==> config.mk <==
export PLATFORM = sky130hd
export DESIGN_NAME = tff_updn_counter
export DESIGN_NICKNAME = d
export VERILOG_FILES = /design/src/rtl/ff_conv_pkg.sv /design/src/rtl/t_ff_cell.sv /design/src/rtl/tff_updn_counter.sv
export SDC_FILE = /design/constraint.sdc
export NUM_CORES = 1
export LEC_CHECK = 0
export ABC_AREA = 0
export CORE_AREA = 2 2 39 41
export DETAILED_ROUTE_END_ITERATION = 8
export DIE_AREA = 0 0 41 43
export PLACE_DENSITY_LB_ADDON = 0.1
export SLEW_MARGIN = 20
export SYNTH_ARGS = -nofsm -noshare
export SYNTH_HDL_FRONTEND = slang
export SYNTH_SLANG_ARGS = --single-unit
==> constraint.sdc <==
create_clock -name clk -period 1.4 [get_ports clk]
set_input_delay 0.28 -clock clk [delete_from_list [all_inputs] [get_ports clk]]
set_output_delay 0.28 -clock clk [all_outputs]
set_load 0.1 [all_outputs]
==> src/rtl/ff_conv_pkg.sv <==
// Shared direction constants and modulo next-count helper for the T-flip-flop counter.
package ff_conv_pkg;

   localparam logic DIR_UP = 1'b1;
   localparam logic DIR_DN = 1'b0;

   localparam int unsigned CNT_MAX_W = 16;

   // Modulo step; out-of-range values go to 0 upward and to q-1 downward.
   function automatic logic [CNT_MAX_W-1:0] next_count(
      input logic [CNT_MAX_W-1:0] q,
      input logic                 up,
      input logic [CNT_MAX_W:0]   mod
   );
      logic [CNT_MAX_W:0] q_ext;
      q_ext = {1'b0, q};
      if (up == DIR_UP) begin
         if (q_ext >= mod - 17'd1) return '0;
         else                      return q + 16'd1;
      end else begin
         if (q == 16'd0) return 16'(mod - 17'd1);
         else            return q - 16'd1;
      end
   endfunction

endpackage

==> src/rtl/t_ff_cell.sv <==
// Single T flip-flop state cell with synchronous active-high reset.
module t_ff_cell (
   input  logic clk,
   input  logic rst,
   input  logic t,
   output logic q
);

   always_ff @(posedge clk) begin
      if (rst)    q <= 1'b0;
      else if (t) q <= ~q;
   end

endmodule

==> src/rtl/tff_updn_counter.sv <==
// Modulo up/down counter built from T flip-flop cells driven by toggle enables.
// Optional parallel load (load, d ports) when TFF_CNT_LOAD_EN is defined.
module tff_updn_counter #(
   parameter int unsigned WIDTH = 4,
   parameter int unsigned MOD   = 16
) (
   input  logic             clk,
   input  logic             rst,
   input  logic             en,
   input  logic             up,
`ifdef TFF_CNT_LOAD_EN
   input  logic             load,
   input  logic [WIDTH-1:0] d,
`endif
   output logic [WIDTH-1:0] q,
   output logic             tc,
   output logic             wrap
);

   import ff_conv_pkg::*;

   localparam int unsigned MAX = MOD - 1;

   logic             load_i;
   logic [WIDTH-1:0] d_i;
   logic [WIDTH-1:0] next_q;
   logic [WIDTH-1:0] t;

`ifdef TFF_CNT_LOAD_EN
   assign load_i = load;
   assign d_i    = d;
`else
   assign load_i = 1'b0;
   assign d_i    = '0;
`endif

   assign next_q = WIDTH'(next_count(16'(q), up, 17'(MOD)));

   // Target value reaches the cells only as toggle enables; load beats count.
   always_comb begin
      t = '0;
      if (load_i)  t = q ^ d_i;
      else if (en) t = q ^ next_q;
   end

   assign tc = en & (((up == DIR_UP) & (q == WIDTH'(MAX))) |
                     ((up == DIR_DN) & (q == '0)));

   for (genvar i = 0; i < WIDTH; i++) begin : g_cell
      t_ff_cell u_cell (
         .clk (clk),
         .rst (rst),
         .t   (t[i]),
         .q   (q[i])
      );
   end

   always_ff @(posedge clk) begin
      if (rst) wrap <= 1'b0;
      else     wrap <= tc & ~load_i;
   end

endmodule

# Yosys cells after proc, flatten, opt, wreduce, memory -nomap -nowiden
# Cells that the tools add are included.
# word_totals
out_inout_bits,6
regBits,5
input_bits,4
# classes
n_bitwise,10
reduce_logical,1
mux,4
eq_ne,1
n_lt_le_gt_ge,1
n_addsub,2
# op_table
operator,count
$mux 4,4
$not 1->1,5
$add 4x1->4 const B,1
$eq 4x4->1 const B,1
$ge 4x4->1 const B,1
$logic_not 4->1,1
$sub 4x1->4 const B,1
$xor 4x4->4,1
$and 1x1->1,3
$or 1x1->1,1

# Logic depth before layout (Yosys ltp)
# Gate-level depths: netlist (run 1).
# depth
word_depth,5
mapped_depth,5
mapped_depth_nobuf,5

# Hierarchy
# Synthesis (run 1) repeated with hierarchy kept, for this count alone.
# hier_totals
hier_cells,32
area_unflattened_um2,289.0
# by_module_without_submodules
mod,cells_each,seq_area_each_um2,area_per_inst_um2,instances
tff_updn_counter,20,20.0,158.9,1
t_ff_cell,3,20.0,32.5,4

# Worst setup path after synthesis (run 1)
# No wires, ideal clock.
# synth_path
path_type,flip-flop to output port
startpoint,register g_cell[0].u_cell.q
endpoint,output port tc
required_time_ns,1.120
stages_incl_launch_ff,4
slack_ns,-0.664
t_arrival_ns,1.784
cell_sequence,dfxtp_1 or4_4 mux2i_1 and2_1
# synth_via
elab_chain_len,4
word_cells_on_any_way,6
classes_between,eq/ne (1); bitwise (4); reduce/logical (1)
# synth_lines
item,line,source
from (decl),t_ff_cell.sv:6,output logic q
from (signal assigned),t_ff_cell.sv:11,else if (t) q <= ~q;
$eq 4x4->1 or $logic_not 4->1 (tied branches),"tff_updn_counter.sv:46, tff_updn_counter.sv:47",
$and 1x1->1 (on tied branches),"tff_updn_counter.sv:46, tff_updn_counter.sv:47",
$or 1x1->1 *,tff_updn_counter.sv:46,assign tc = en & (((up == DIR_UP) & (q == WIDTH'(MAX))) |
$and 1x1->1 *,tff_updn_counter.sv:46,
to (decl),tff_updn_counter.sv:16,"output logic tc,"
# Every way passes the cells marked *; elsewhere a longest branch is shown, timed or not.

# Worst setup path in the final report (run 1)
# Same ends and word-level chain as after synthesis.

==> flow_summary_export.csv, run 1 <==
group,metric,value,unit
power,peakVddDrop,0.399,mV
logic_synthesis,ys_warn_count,0,
logic_synthesis,yosysUniqueCellTypes,19,
timing,clock_skew,0.00437,ns
route,ant_nets,0,
min_path,hold_path_end,"wrap$_SDFF_PP0_",
timing,setup_slack,-0.456,ns
floorplanning,rows,14,
global_routing,grt_pass1_vias,274,
clock_network,cts.sinks,5,
clock_network,htree_levels,1,
logic_synthesis,synth_fp_nets,40,
clock_network,ctsHoldBuffers,0,
setup_path,critPathKind,"reg2out",
outcome,violations,"negative setup slack",
logic_synthesis,synth_area,310,um^2
setup_path,r2r_end,"g_cell[3].u_cell.q$_SDFFE_PP0P_",
timing,slew_headroom,86.4,%
placed_design,gp_congestion,0.676,
route,detail_route.vias_per_cell,4.37,
route,wl,710,um
logic_synthesis,syn_inst,34,
logic_synthesis,syn_avg_cell_area,9.13,um^2
power,total_power,0.647,mW
logic_synthesis,synth_mux_area_share,10.5,%
global_routing,grt_pass1_wl,1170,um
setup_path,worstPathCellList,"or4_4 -> mux2i_4 -> and2_4 -> buf_12",
timing,tns,-0.837,ns
setup_path,slowest_stage,"or4_4",
timing,tightest_slew,0.203,ns
timing,hold_slack,0.653,ns
route,drc_errors,0,
placed_design,port_buffers,9,
floorplanning,dieHeight,43,um
timing,min_period,1.86,ns
floorplanning,start_util,22.4,%
global_routing,grt_use_total,10.8,%
timing,rsz0062_at_grt,"true",
clock_network,cts_tree,"yes",
route,drt_iter0_drc,4,
power,p_leak,0.263,nW
setup_path,r2r_cells,6,
setup_path,cp_max_fo,2,
route,vias,306,
final_layout,fin_area,587,um^2
placed_design,placed_cells,64,
floorplanning,core,0.00138,mm^2
setup_path,arrival,1.58,ns
logic_synthesis,synthAdderAreaFrac,8.06,%
route,routedWlPerCell,10.1,um
run,cap_violations,0,
clock_network,clock_path_buffers,2,
placed_design,dp_slack,-0.650,ns
logic_synthesis,ys_ff_latch,5,
timing,drv_slew,0,
floorplanning,die_width,41,um
timing,fmax,539,MHz
setup_path,cp-start-kind,"flip-flop",
placed_design,placed_area,523,um^2
clock_network,cts_root_buffer,"clkbuf_4",
timing,period_share,133,%
min_path,min_path_type,"in2reg",
global_routing,antenna_found_initial,0,
placed_design,hpwl,518,um
clock_network,clock_latency,0.24,ns
setup_path,rrSetupSlack,-0.38,ns
global_routing,grt_max_degree,7,
setup_path,slowest_delay,0.54,ns
logic_synthesis,synth_compound_area_share,7.66,%
final_layout,syn2layout_area_growth,89.1,%
final_layout,fin_cells,70,
clock_network,cts_buffers,3,
final_layout,multiInputGateArea,191,um^2
floorplanning,pin_count,10,
logic_synthesis,synth_top_family_by_area,"simple AND/OR/NAND/NOR gates",
final_layout,nFillCells,137,
timing,hold_viol,0,
setup_path,cp.required,1.12,ns
clock_network,clk_pin_slew,0.05,ns
timing,setup_violations,2,
floorplanning,design.die.area,0.00176,mm^2
outcome,status,"complete, but fails checks",
logic_synthesis,synth_xor_area_share,2.82,%
setup_path,reg2reg_from,"g_cell[0].u_cell.q$_SDFFE_PP0P_",
logic_synthesis,yosysSeqAreaShare,32.3,%
min_path,hold_depth,4,
setup_path,end_kind,"primary output",
power,power.density,1100,mW/mm^2
final_layout,final_core_util,42.4,%
final_layout,register_area,103,um^2
final_layout,drive_gt1_share,53.7,%
min_path,hp-start,"up",
logic_synthesis,synthSimpleGateAreaFrac,26.6,%
route,dr.pass1.iters,4,
global_routing,overflow,0,
final_layout,nNetsFinal,61,
final_layout,diodes,0,
[layout by cell type, fill, tap and decap left out, types with 3 or more instances in the layout]
| master | netlist | routed |
|---|---|---|
| nor2b_1 | 3 | 3 |
| nor2_1 | 5 | 5 |
| buf_12 | 0 | 6 |
| buf_4 | 4 | 9 |
| dfxtp_1 | 5 | 3 |
| clkbuf_4 | 0 | 3 |
[synth_stat cells, drive strengths merged]
cell    number  share of area (%)
inv          2                2.4
nor2b        3                6.0
and3         1                2.4
or4          1                3.6
buf          4                9.7
a21boi       1                3.6
and2         1                2.0
nor2         5                6.0
ha           2                8.1
o21ai        1                1.6
nor3         1                1.6
nand4        1                2.0
mux2         2                7.3
mux2i        1                3.2
dfxtp        5                 32
and3b        1                2.8
a211oi       1                2.4
xnor2        1                2.8
[registers in the layout, indices dropped and copies added (netlist names)]
signal	cells
g_cell.u_cell.q	4
wrap	1
[per-layer routing]
| layer | routed length, um | vias to the layer above | GRT usage [%] |
|---|---|---|---|
| met4 | 19 | 0 | 14.0 |
| li1 | - | 153 | - |
| met1 | 267 | 139 | 10.6 |
| met2 | 377 | 12 | 15.0 |
| met3 | 46 | 2 | 3.14 |
| met5 | 0 | - | 0 |
[worst max path at each step]
stage                                    start  endpoint  cells after the start
6_report       g_cell[0].u_cell.q$_SDFFE_PP0P_        tc                      4
3_5_place_dp                                up        tc                      5
4_1_cts        g_cell[0].u_cell.q$_SDFFE_PP0P_        tc                      4
3_3_place_gp                                up        tc                      5
2_1_floorplan  g_cell[2].u_cell.q$_SDFFE_PP0P_        tc                      3
5_1_grt        g_cell[0].u_cell.q$_SDFFE_PP0P_        tc                      4
[layout make-up]
| type | count | area share [%] |
|---|---|---|
| timing repair buffer | 20 | 40.7 |
| multi-input combinational | 23 | 32.6 |
| sequential | 5 | 17.5 |
| clock buffer | 4 | 4.48 |
| tap | 16 | 3.41 |
| inverter | 2 | 1.28 |
[worst max-delay path, delay by kind of cell, from the launching register on]
kind | cells | cell delay, ns
mux | 1 | 0.15
flops | 1 | 0.31
simple gates | 2 | 0.71
buf+inv | 1 | 0.16
[timing repair]
action / in CTS / in global routing
pin swaps: 2 / 1
resized for setup: 3 / 3
buffers inserted: 1 / 1
endpoints found under the setup margin: 3 / 2
[logic make-up after synthesis]
kind of cell             Yosys count
AO/OA/AOI/OAI                      3
XOR/XNOR                           1
adder cells (fa/ha/maj)            2
buffers and inverters              6
flip-flops                         5
multiplexers                       3
AND/OR/NAND/NOR                   14
[where the power goes]
group          total [mW]  switching [mW]  leakage, nW  internal [mW]
registers           0.167         0.00952       0.0418          0.157
logic               0.312           0.172        0.206          0.140
clock network       0.168          0.0603       0.0150          0.108
Power figures use the tool's default switching activity.
==> inputs of run 2 (changes only) <==
--- a/config.mk
+++ b/config.mk
@@ -10,7 +10,6 @@
 export DETAILED_ROUTE_END_ITERATION = 8
 export DIE_AREA = 0 0 41 43
 export PLACE_DENSITY_LB_ADDON = 0.1
-export SLEW_MARGIN = 20
 export SYNTH_ARGS = -nofsm -noshare
 export SYNTH_HDL_FRONTEND = slang
 export SYNTH_SLANG_ARGS = --single-unit
==> results of run 2 <==
The final DEF is identical to that of run 1; final timing and power are the same.
==> patch: new RTL, settings of run 2 <==
`WIDTH`: 4 -> 6.
--- a/src/rtl/tff_updn_counter.sv
+++ b/src/rtl/tff_updn_counter.sv
@@ -1,7 +1,7 @@
 // Modulo up/down counter built from T flip-flop cells driven by toggle enables.
 // Optional parallel load (load, d ports) when TFF_CNT_LOAD_EN is defined.
 module tff_updn_counter #(
-   parameter int unsigned WIDTH = 4,
+   parameter int unsigned WIDTH = 6,
    parameter int unsigned MOD   = 16
 ) (
    input  logic             clk,
Ports: changed (resized q); port bits go from 10 to 12. No check against the original RTL was run, so the function may have changed too.
==> patch against run 2 <==
The run still ends with setup timing left. Sequential power grew 51%. Area after synthesis grew 78%. Final cell count grew 51%. Power grew 64%. Wire length grew 100%. Non-clock buffer count grew 12. Combinational power grew 94%. Final area grew 66%. Worst setup slack gained 0.16 ns. Sequential share of layout area shrank 2.0 points. Register-to-register slack gained 0.39 ns. Sequential cell count grew 2. Global-route usage grew 9.7 points. Critical path type unchanged. Largest power group unchanged.
==> patch: results (changes against run 2) <==
Cells and area
  – Biggest regs: g_cell.u_cell.q x6, wrap x1 (was g_cell.u_cell.q x4, wrap x1)
  – Nets: 98 (was 61)
  – Share of layout cells above drive strength 1: 53.3% (was 53.7%)
  – Fillers: 106 (was 137)
  – Post-Layout Cell Count: 106 (was 70)

Clock network
  – Worst skew pair latency: 0.27 ns (was 0.24 ns)
  – Root buffer cell: clkbuf_4 (unchanged)

Global route
  – GRT Util Overall: 20.5% (was 10.8%)
  – Number of global-route vias before repair: 513 (was 274)
  – Largest net degree at the start of global routing: 10 (was 7)

Placement
  – Placed cell count: 100 (was 64)
  – DP HPWL: 1070 um (was 518 um)
  – Port buffer count: 11 (was 9)
  – Pre-CTS setup slack: -0.292 ns (was -0.650 ns)
  – Routability cong.: 0.868 (was 0.676)

Worst setup path
  – Worst R2R End: g_cell[2].u_cell.q$_SDFFE_PP0P_ (was g_cell[3].u_cell.q$_SDFFE_PP0P_)
  – R2R setup slack: 0.01 ns (was -0.38 ns)
  – Crit path arrival time: 1.42 ns (was 1.58 ns)
  – Worst Path Max Fanout: 3 (was 2)

Drt
  – Initial DRC count: 11 (was 4)
  – WL per Instance: 13.4 um (was 10.1 um)
  – First-pass DRT Iterations: 4 (unchanged)
  – Vias per inst: 5.42 (was 4.37)

Synthesis
  – Adder-Cell Fraction of Synth Area: 6.79% (was 8.06%)
  – Synth Area in Compound Gates: 26.7% (was 7.66%)
  – Cells after synthesis: 64 (was 34)
  – Synth top area cells: dfxtp_1, buf_4, ha_1, buf_6, o21ai_0 (was dfxtp_1, buf_4, ha_1, nor2_1, nor2b_1)
  – YS warnings: 0 (unchanged)
  – Mux cell area share after synthesis: 0% (was 10.5%)
  – Seq/Total Area, Yosys: 25.3% (was 32.3%)
  – XOR/XNOR Fraction of Synth Area: 3.17% (was 2.82%)
  – Unique masters post-synth: 32 (was 19)
  – Syn_nets: 71 (was 40)
  – Post-synth top cells: dfxtp_1, buf_4, inv_1, o21ai_0 (was dfxtp_1, nor2_1, buf_4, nor2b_1)

Worst hold path
  – Worst Hold Depth: 5 (was 4)
  – Worst Hold Path EP: g_cell[4].u_cell.q$_SDFFE_PP0P_ (was wrap$_SDFF_PP0_)

STA
  – Clock Skew: 0.00509 ns (was 0.00437 ns)
  – Final-report setup violation count: 1 (was 2)
  – Slew at the pin closest to its max-slew limit: 0.295 ns (was 0.203 ns)
  – Final WS setup: -0.298 ns (was -0.456 ns)

Power
  – Leak Pwr: 0.414 nW (was 0.263 nW)
  – VDD IR max: 0.659 mV (was 0.399 mV)

Outcome
  – Failing checks: setup timing (unchanged)
  – Status: finished, violations left (unchanged)
[patch: per-stage QoR]
| stage | util, % | power (mW) | area (um2) | hold slack (ns) | TNS, ns |
|---|---|---|---|---|---|
| finish | 70.4 | 1.06 | 975 | 0.565 | -0.298 |
| global route | 70.4 | 1.12 | 975 | 0.604 | -0.587 |
| CTS | 69.8 | 1.07 | 966 | 0.629 | -0.298 |
| detailed placement | 64.6 | 0.825 | 893 | 0.631 | -1.12 |
| global placement | 64.6 | 0.820 | 893 | 0.626 | -1.00 |
| floorplan | - | 0.631 | 617 | 0.339 | 0 |
[patch: repair_timing]
item	in CTS	in global routing
setup buffers	3	0
setup endpoints to repair	4	4
gates resized for setup	6	4
pin swaps	5	4
[patch: worst max path at each step]
| stage | from | to | slack, ns |
|---|---|---|---|
| 3_3_place_gp | up | tc | -0.29 |
| 3_5_place_dp | up | tc | -0.29 |
| 6_report | g_cell[1].u_cell.q$_SDFFE_PP0P_ | tc | -0.30 |
| 2_1_floorplan | g_cell[0].u_cell.q$_SDFFE_PP0P_ | tc | 0.003 |
| 4_1_cts | g_cell[0].u_cell.q$_SDFFE_PP0P_ | tc | -0.30 |
| 5_1_grt | g_cell[1].u_cell.q$_SDFFE_PP0P_ | tc | -0.35 |
[patch: cell type report]
cell class                      count  share of cell area (%)
Timing Repair Buffer               32                    36.7
Clock buffer                        4                    2.70
Inverter                            4                    1.80
Sequential cell                     7                    15.5
Tap cell                           16                    2.05
Multi-Input combinational cell     43                    41.2
[patch: cell families (layout without fill, tap and decap cells)]
group / after synthesis / in the layout
AOI/OAI and AO/OA: 19 / 19
and+or+nand+nor: 19 / 19
buffers and inverters: 14 / 40
DFF: 7 / 7
adders and majority gates: 3 / 3
xor gates and xnor gates: 2 / 2
[patch: where the power goes]
group | internal [mW] | switching (mW)
clock | 0.110 | 0.0981
combinational | 0.276 | 0.328
sequential | 0.221 | 0.0311
[patch: worst max-delay path, cell delays in order (launching register included)]
cell and delay (ns):
dfxtp_4 0.36, inv_2 0.08, ha_4 0.14, nand2b_4 0.07, nor3b_2 0.18, o21a_4 0.15, buf_12 0.17
[patch: layer usage]
layer / global-route usage [%] / vias up / wire, um
li1: - / 281 / -
met1: 29.4 / 268 / 620
met2: 25.9 / 20 / 681
met3: 4.71 / 5 / 82
met4: 14.0 / 0 / 38
met5: 0 / - / 0
